<file path="config.mk">
export PLATFORM = sky130hd
export DESIGN_NAME = shift_right_iter
export DESIGN_NICKNAME = d
export VERILOG_FILES = /design/src/rtl/shift_pkg.sv /design/src/rtl/shiftRight.sv /design/src/rtl/shift_right_iter.sv
export SDC_FILE = /design/constraint.sdc
export NUM_CORES = 1
export LEC_CHECK = 0
export CELL_PAD_IN_SITES_DETAIL_PLACEMENT = 0
export CELL_PAD_IN_SITES_GLOBAL_PLACEMENT = 1
export CORE_ASPECT_RATIO = 1.75
export CORE_MARGIN = 2
export CORE_UTILIZATION = 30
export CTS_BUF_LIST = sky130_fd_sc_hd__clkbuf_8
export DETAILED_ROUTE_END_ITERATION = 12
export PLACE_DENSITY = 0.65
export SYNTH_ARGS = -nofsm -noshare
export SYNTH_HDL_FRONTEND = slang
export SYNTH_HIERARCHICAL = 1
export SYNTH_SLANG_ARGS = --single-unit
</file>
<file path="constraint.sdc">
create_clock -name clk -period 2.35 [get_ports clk]
set_input_delay 0.3525 -clock clk [delete_from_list [all_inputs] [get_ports clk]]
set_output_delay 0.3525 -clock clk [all_outputs]
set_load 0.05 [all_outputs]
</file>
<file path="src/rtl/shift_pkg.sv">
// Shared types and helpers for the iterative right shifter.
package shift_pkg;

   typedef enum logic [1:0] {
      IDLE,
      SHIFT,
      DONE
   } shift_state_t;

   function automatic int amt_w(input int n);
      return $clog2(n) + 1;
   endfunction

endpackage

</file>
<file path="src/rtl/shiftRight.sv">
// One-bit logical right shift stage; MSB fill is left to the caller.
module shiftRight #(
   parameter int N = 4
) (
   input  logic [N-1:0] data_in,
   output logic [N-1:0] data_out
);

   assign data_out = {1'b0, data_in[N-1:1]};

endmodule

</file>
<file path="src/rtl/shift_right_iter.sv">
// Multi-cycle right shifter: one bit per clock, start/busy/done handshake.
module shift_right_iter
   import shift_pkg::*;
#(
   parameter  int N     = 4,
   localparam int AMT_W = amt_w(N)
) (
   input  logic             clk,
   input  logic             rst,
   input  logic             start,
   input  logic [N-1:0]     data_in,
   input  logic [AMT_W-1:0] amount,
   input  logic             arith,
   output logic             busy,
   output logic             done,
   output logic [N-1:0]     data_out
);

   localparam logic [AMT_W-1:0] CNT_MAX = AMT_W'(N);

   shift_state_t     state_q, state_d;
   logic [N-1:0]     work_q, work_d;
   logic [AMT_W-1:0] cnt_q, cnt_d;
   logic             fill_q, fill_d;
   logic [N-1:0]     data_out_q, data_out_d;
   logic [N-1:0]     next_w;
   logic [AMT_W-1:0] amt_clamp;

   shiftRight #(.N(N)) u_stage (
      .data_in  (work_q),
      .data_out (next_w)
   );

   assign amt_clamp = (amount >= CNT_MAX) ? CNT_MAX : amount;

   always_comb begin
      state_d    = state_q;
      work_d     = work_q;
      cnt_d      = cnt_q;
      fill_d     = fill_q;
      data_out_d = data_out_q;
      unique case (state_q)
         IDLE, DONE: begin
            state_d = IDLE;
            if (start) begin
               work_d  = data_in;
               fill_d  = arith & data_in[N-1];
               cnt_d   = amt_clamp;
               state_d = (amt_clamp != '0) ? SHIFT : DONE;
            end
         end
         SHIFT: begin
            work_d = {fill_q, next_w[N-2:0]};
            cnt_d  = cnt_q - 1'b1;
            if (cnt_q == AMT_W'(1)) state_d = DONE;
         end
         default: state_d = IDLE;
      endcase
      // Result is latched on the transition into DONE, including amount=0.
      if (state_d == DONE) data_out_d = work_d;
   end

   always_ff @(posedge clk or posedge rst) begin
      if (rst) begin
         state_q    <= IDLE;
         work_q     <= '0;
         cnt_q      <= '0;
         fill_q     <= 1'b0;
         data_out_q <= '0;
      end else begin
         state_q    <= state_d;
         work_q     <= work_d;
         cnt_q      <= cnt_d;
         fill_q     <= fill_d;
         data_out_q <= data_out_d;
      end
   end

   assign busy     = (state_q == SHIFT);
   assign done     = (state_q == DONE);
   assign data_out = data_out_q;

endmodule

</file>
# == Yosys cells after proc, flatten, opt, wreduce, memory -nomap -nowiden ==
# Cells that the tools add are included.
# word_totals
ff_bits,14
inputBits,11
out_inout_bits,6
elab_cells,28
# classes
n_addsub,1
order_cmp,1
eq_ne,5
mux,9
bitwise_logic,1
reduce_logical,6
# op_table
op,count
4-bit one-hot mux with 2 select lines,1
2-bit two-way mux,3
3-bit two-way mux,2
3-bit one-hot mux with 2 select lines,1
2-bit equality test (second input constant),2
4-bit two-way mux,1
2-bit one-hot mux with 2 select lines,1
2-bit AND reduction,2
3-bit by 1-bit equality test with 1-bit output (second input constant),1
3-bit >= comparator (second input constant),1
3-bit nonzero test,1
3-bit by 1-bit subtractor with 3-bit output (second input constant),1
2-bit by 1-bit equality test with 1-bit output (second input constant),1
2-bit logical NOT,1
2-bit inequality test (second input constant),1
2-bit nonzero test,1
2-bit OR reduction,1
1-bit bitwise AND,1

# == Logic depth before layout (Yosys ltp) ==
# Gate-level depths: netlist of the first run.
# depth
depth_word,7
mapped_depth,5
mapped_depth_nobuf,5

# == Hierarchy ==
# Netlist of the first run, hierarchy kept.
# modules_own_cells
module,n_inst,cells_per_inst,area_each_um2,seq_area_each_um2
shift_right_iter,1,64,747.0,350.3
shiftRight,1,5,33.8,0.0

# == Worst setup path after synthesis of the first run ==
# No wires, ideal clock.
# synth_timing
path_type,register to register
start,reg state_q[1]
end,reg data_out_q[0] (netlist: data_out[0])
setup_time_ps,128
arrival_ps,1674
required_ps,2222
path_slack_ps,549
stages_incl_launch_ff,4
n_path_buf,0
period_less_slack_ps,1801
cell_sequence,dfrtp_1 nor2b_1 a32oi_2 mux2_1
# synth_between
word_cells_on_any_way,8
classes_between,eq/ne (3); mux (3); reduce/logical (2)
# synth_lines
element,line_no,source
start: declaration,shift_right_iter.sv:21,"shift_state_t state_q, state_d;"
start signal: assignment,shift_right_iter.sv:71,state_q <= state_d;
2-bit by 1-bit equality test with 1-bit output *,-,
via busy,shift_right_iter.sv:14,"output logic busy,"
2-bit one-hot mux with 2 select lines,shift_right_iter.sv:42,unique case (state_q)
2-bit equality test,shift_right_iter.sv:60,if (state_d == DONE) data_out_d = work_d;
end signal: assignment,shift_right_iter.sv:75,data_out_q <= data_out_d;
end: declaration,shift_right_iter.sv:25,"logic [N-1:0] data_out_q, data_out_d;"
# The timed path passes the listed nets; every way through them passes the cells marked *.
# A chain may end at the register's enable or synchronous reset.

# == Worst setup path after layout of the first run ==
# layout_timing
start,reg state_q[0]
end,out done
# layout_between
elab_chain_cells,1
# layout_lines
element,line_no,source
2-bit equality test,shift_right_iter.sv:80,assign done = (state_q == DONE);
end: declaration,shift_right_iter.sv:15,"output logic done,"
# No other way between the ends.

==> results_dict.tcl, run 1 <==
set metrics [dict create \
    cpPeakStageDelay_ns 0.80 \
    cts-buffers-inserted 3 \
    cp.depth 2 \
    post_drt_wl_per_cell_um 13.3 \
    syn_inst 67 \
    syn_nets 80 \
    p_per_area_nw_per_um2 1340 \
    drv_cap 0 \
    grt.total_usage_pct 11.2 \
    path_cells "nor2b_1 -> clkdlybuf4s50_1" \
    port_buffers 16 \
    vdd_ir_drop_max_mv 0.512 \
    tritoncts "yes" \
    dr_total_vias 528 \
    dp.final_hpwl_um 1150 \
    tightest_slew_ns 0.538 \
    dr_wl_met2_um 759 \
    hold_viol 0 \
    ff2ff_path_depth 4 \
    drc 0 \
    clk_pin_slew_ns 0.05 \
    start_kind "register" \
    grt_antenna_before_repair 0 \
    grt_max_degree 15 \
    clockBufferDepth 2 \
    timing.final.crit_share_pct 80.5 \
    rsz0062_at_grt "false" \
    yosysWarnings 6 \
    globalRouteOverflowTotal 0 \
    die_area_um2 3000 \
    fin_crit_ns 1.89 \
    pin_count 17 \
    dp_slack_ns 0.316 \
    cts.sinks 14 \
    worstSetupEndpoint "done" \
    area_growth_syn_to_layout_pct 26.0 \
    slew_headroom_pct 64.1 \
    crit-reg2reg-launch "cnt_q[0]$_DFFE_PP0P_" \
    cp_slowest_cell "clkdlybuf4s50_1" \
    fp-row-count 24 \
    grt_pass1_wl_um 2570 \
    cp.required_ns 2.00 \
    drt_iter0_drc 5 \
    worst-setup-path-type "register to output port" \
    die_w_um 42.3 \
    cp_top_family "buffers and inverters" \
    first_pass_iters 4 \
    max_freq_mhz 529 \
    syn_area_per_cell_um2 11.5 \
    crit_start "state_q[0]$_DFF_PP0_" \
    drt-total-wl_um 1440 \
    final_core_util_pct 39.4 \
    die_h_um 71.0 \
    start_util_pct 31.2 \
    cp.arrival_ns 1.54 \
    fillers 265 \
    drive_gt1_share_pct 12.2 \
    skew_ns 0.00129 \
    detail-route-antenna-nets 0 \
    setup_viol 0 \
    insertion_delay_ns 0.24 \
    r2r-end "data_out[0]$_DFFE_PP0N_" \
    final_common_cell "clkdlybuf4s50_1" \
    min_path_type "primary input to async pin" \
    postCtsHoldBufs 0 \
    layout.nets 97 \
    layout_common_cells "clkdlybuf4s50_1, dfrtp_1, mux2i_1" \
    status "complete, no violations" \
    worstPathMaxFanout 2 \
    gp_congestion 0.741 \
    vias_per_cell 4.89 \
    cp-end-kind "output port" \
    crit_buf_inv 1 \
    wl_met1_um 594 \
    p_leak_uw 0.000445 \
    cts.htree.levels 1 \
    grt_pass1_vias 554 \
    routed-wl-met3_um 61 \
    post_cts_buffers 0 \
    syn_area_um2 769 \
    antenna_cells 0 \
    fin_setup_tns_ns 0 \
    slew_violations 0 \
    core_area_um2 2460 \
    reg2reg_slack_ns 0.80 \
    finalWorstSetupSlack_ns 0.459 \
    hold_slack_ns 0.457 \
    cts-root-buf "clkbuf_8" \
    highest-signal-layer "met4" \
    post_cts_resized 0 \
]
[metal layers]
metal	global-route usage [%]	vias up
li1	-	262
met1	14.1	250
met2	17.4	12
met3	2.81	4
met4	6.25	0
met5	0	-
[flip-flops by register name (all words and copies together) (netlist names)]
signal,count
fill_q,1
work_q,4
cnt_q,3
data_out,4
state_q,2
[where the power goes]
group	switching, µW	internal, µW
Combinational	387	288
Clock	77.9	113
Sequential	70.1	358
Total	536	759
[final cells by class]
cell class	instances	area [µm²]	area share [%]
flip-flops and latches	14	350	36.1
well taps	26	32.5	3.35
multi-input cells	42	354	36.5
clock buffers	3	41.3	4.26
inverters	5	18.8	1.94
repair buffers	18	173	17.8
[through the flow]
| stage | cells | total power [µW] | area [µm²] |
|---|---|---|---|
| floorplan | 67 | 957 | 769 |
| finish | 108 | 1290 | 970 |
| global route | 108 | 1400 | 970 |
| CTS | 108 | 1320 | 970 |
| detailed placement | 105 | 1130 | 928 |
| global placement | 105 | 1120 | 928 |
[worst min path at each step]
stage          slack (ns)                 endpoint
5_1_grt              0.52  data_out[1]$_DFFE_PP0N_
3_5_place_dp         0.49  data_out[2]$_DFFE_PP0N_
2_1_floorplan        0.24     cnt_q[0]$_DFFE_PP0P_
4_1_cts              0.48      work_q[0]$_DFF_PP0_
6_report             0.46  data_out[1]$_DFFE_PP0N_
3_3_place_gp         0.47       fill_q$_DFFE_PP0P_
No activity file was read; power rests on OpenSTA's default activity.
==> run 2: changes to the inputs <==
==> constraint.sdc (replaced) <==
create_clock -name clk -period 1.94 [get_ports clk]
set_input_delay 0.291 -clock clk [delete_from_list [all_inputs] [get_ports clk]]
set_output_delay 0.291 -clock clk [all_outputs]
set_load 0.05 [all_outputs]
==> results_dict.tcl, run 2 (same netlist as run 1, synthesis figures left out) <==
set metrics [dict create \
    status "complete, no violations" \
    fin_area_um2 1010 \
    dr_total_vias 553 \
    tightest_slew_ns 0.516 \
    cts.sinks 14 \
    core_area_um2 2460 \
    die_h_um 71.0 \
    drt_iter0_drc 13 \
    start_kind "register" \
    layout_common_cells "dfrtp_1, clkdlybuf4s50_1, mux2i_1" \
    vdd_ir_drop_max_mv 0.670 \
    first_pass_iters 4 \
    insertion_delay_ns 0.24 \
    globalRouteOverflowTotal 0 \
    p_leak_uw 0.000464 \
    clk_pin_slew_ns 0.05 \
    dp_slack_ns 0.0884 \
    vias_per_cell 5.03 \
    setup_viol 0 \
    cp_top_family "buffers and inverters" \
    worstPathMaxFanout 2 \
    min_path_type "primary input to async pin" \
    slew_headroom_pct 65.5 \
    max_freq_mhz 596 \
    grt_antenna_before_repair 0 \
    grt_pass1_wl_um 2520 \
    clockPowerShare_pct 13.8 \
    cts-root-buf "clkbuf_8" \
    reg2reg_slack_ns 0.39 \
    port_buffers 16 \
    path_cells "clkdlybuf4s50_1" \
    die_area_um2 3000 \
    dp_cells 107 \
    timing.final.crit_share_pct 86.5 \
    tritoncts "yes" \
    p_sw_share_pct 40.4 \
    layoutNonFillerInstCount 110 \
    fp-row-count 24 \
    cp.required_ns 1.65 \
    gp_congestion 0.752 \
    detail-route-antenna-nets 0 \
    antenna_cells 0 \
    grt_max_degree 15 \
    cts.htree.levels 1 \
    grt.total_usage_pct 11.0 \
    start_util_pct 31.2 \
    hold_viol 0 \
    worst-setup-path-type "register to output port" \
    fin_setup_tns_ns 0 \
    crit_buf_inv 1 \
    post_cts_resized 0 \
    cts-buffers-inserted 3 \
    drt-total-wl_um 1460 \
    p_seq_share_pct 32.1 \
    drv_cap 0 \
    p_sw_uw 663 \
    cpPeakStageDelay_ns 0.80 \
    layout.nets 99 \
    post_drt_wl_per_cell_um 13.3 \
    r2r-end "data_out[1]$_DFFE_PP0N_" \
    cp.arrival_ns 1.39 \
    drc 0 \
    power_uw 1640 \
    grt_pass1_vias 599 \
    finalWorstSetupSlack_ns 0.261 \
    post_cts_buffers 0 \
    p_per_area_nw_per_um2 1630 \
    drive_gt1_share_pct 15.5 \
    skew_ns 0.00135 \
    die_w_um 42.3 \
    p_comb_share_pct 54.1 \
    p_int_uw 977 \
    pin_count 17 \
    area_growth_syn_to_layout_pct 30.9 \
    ff2ff_path_depth 4 \
    clockBufferDepth 2 \
    dpl_cell_area_um2 966 \
    postCtsHoldBufs 0 \
    cp_slowest_cell "clkdlybuf4s50_1" \
    fin_crit_ns 1.68 \
    cp-end-kind "output port" \
    crit-reg2reg-launch "cnt_q[0]$_DFFE_PP0P_" \
    fillers 254 \
    rsz0062_at_grt "false" \
    slew_violations 0 \
]
## run 2: cell types whose count changed in the layout (fill, tap and decap cells not counted)
cell / previous run / this run
buf_12: 0 / 2
clkdlybuf4s50_1: 15 / 14
buf_4: 3 / 4
## run 2: area by class of cell
class                           instances  area (µm²)  share of cell area [%]
Tap cell                               26        32.5                    3.23
Clock buffer                            3        41.3                    4.10
Inverter                                5        18.8                    1.86
Sequential cell                        14         350                    34.8
Multi-Input combinational cell         42         354                    35.2
Timing Repair Buffer                   20         210                    20.9
## run 2: stage by stage
stage | utilization (%) | hold WS, ns
3_3_place_gp | 39.2 | 0.467
4_1_cts | 40.9 | 0.416
3_5_place_dp | 39.2 | 0.485
6_report | 40.9 | 0.396
5_1_grt | 40.9 | 0.448
2_1_floorplan | - | 0.180
## run 2: how the worst max path moves through the flow
stage | startpoint | cells after the start | to
after CTS | data_out[0]$_DFFE_PP0N_ | 1 | data_out[0]
final | data_out[0]$_DFFE_PP0N_ | 1 | data_out[0]
after detailed placement | start | 3 | data_out[0]$_DFFE_PP0N_
after floorplan | state_q[1]$_DFF_PP0_ | 3 | data_out[0]$_DFFE_PP0N_
after global placement | start | 3 | data_out[1]$_DFFE_PP0N_
after global routing | data_out[3]$_DFFE_PP0N_ | 1 | data_out[3]
## run 2: power by group through the flow
| stage | registers, µW | clock network [µW] | logic, µW |
|---|---|---|---|
| after floorplan | 640 | 0 | 520 |
| final | 527 | 226 | 887 |
| after global placement | 532 | 0 | 891 |
| after CTS | 528 | 235 | 904 |
| after detailed placement | 533 | 0 | 903 |
| after global routing | 545 | 249 | 976 |
## run 2: routing by layer
metal | global-route usage, % | vias up | share of wire [%]
li1 | - | 263 | -
met1 | 11.7 | 280 | 37
met2 | 19.7 | 8 | 59
met3 | 2.30 | 2 | 2.9
met4 | 5.90 | 0 | 1.2
met5 | 0 | - | 0
==> run 3: changes to the inputs <==
--- a/config.mk
+++ b/config.mk
@@ -5,6 +5,7 @@
 export SDC_FILE = /design/constraint.sdc
 export NUM_CORES = 1
 export LEC_CHECK = 0
+export CAP_MARGIN = 30
 export CELL_PAD_IN_SITES_DETAIL_PLACEMENT = 0
 export CELL_PAD_IN_SITES_GLOBAL_PLACEMENT = 1
 export CORE_ASPECT_RATIO = 1.75
==> results of run 3 <==
Same layout as run 2: the final DEF is identical, and so are final timing and power.
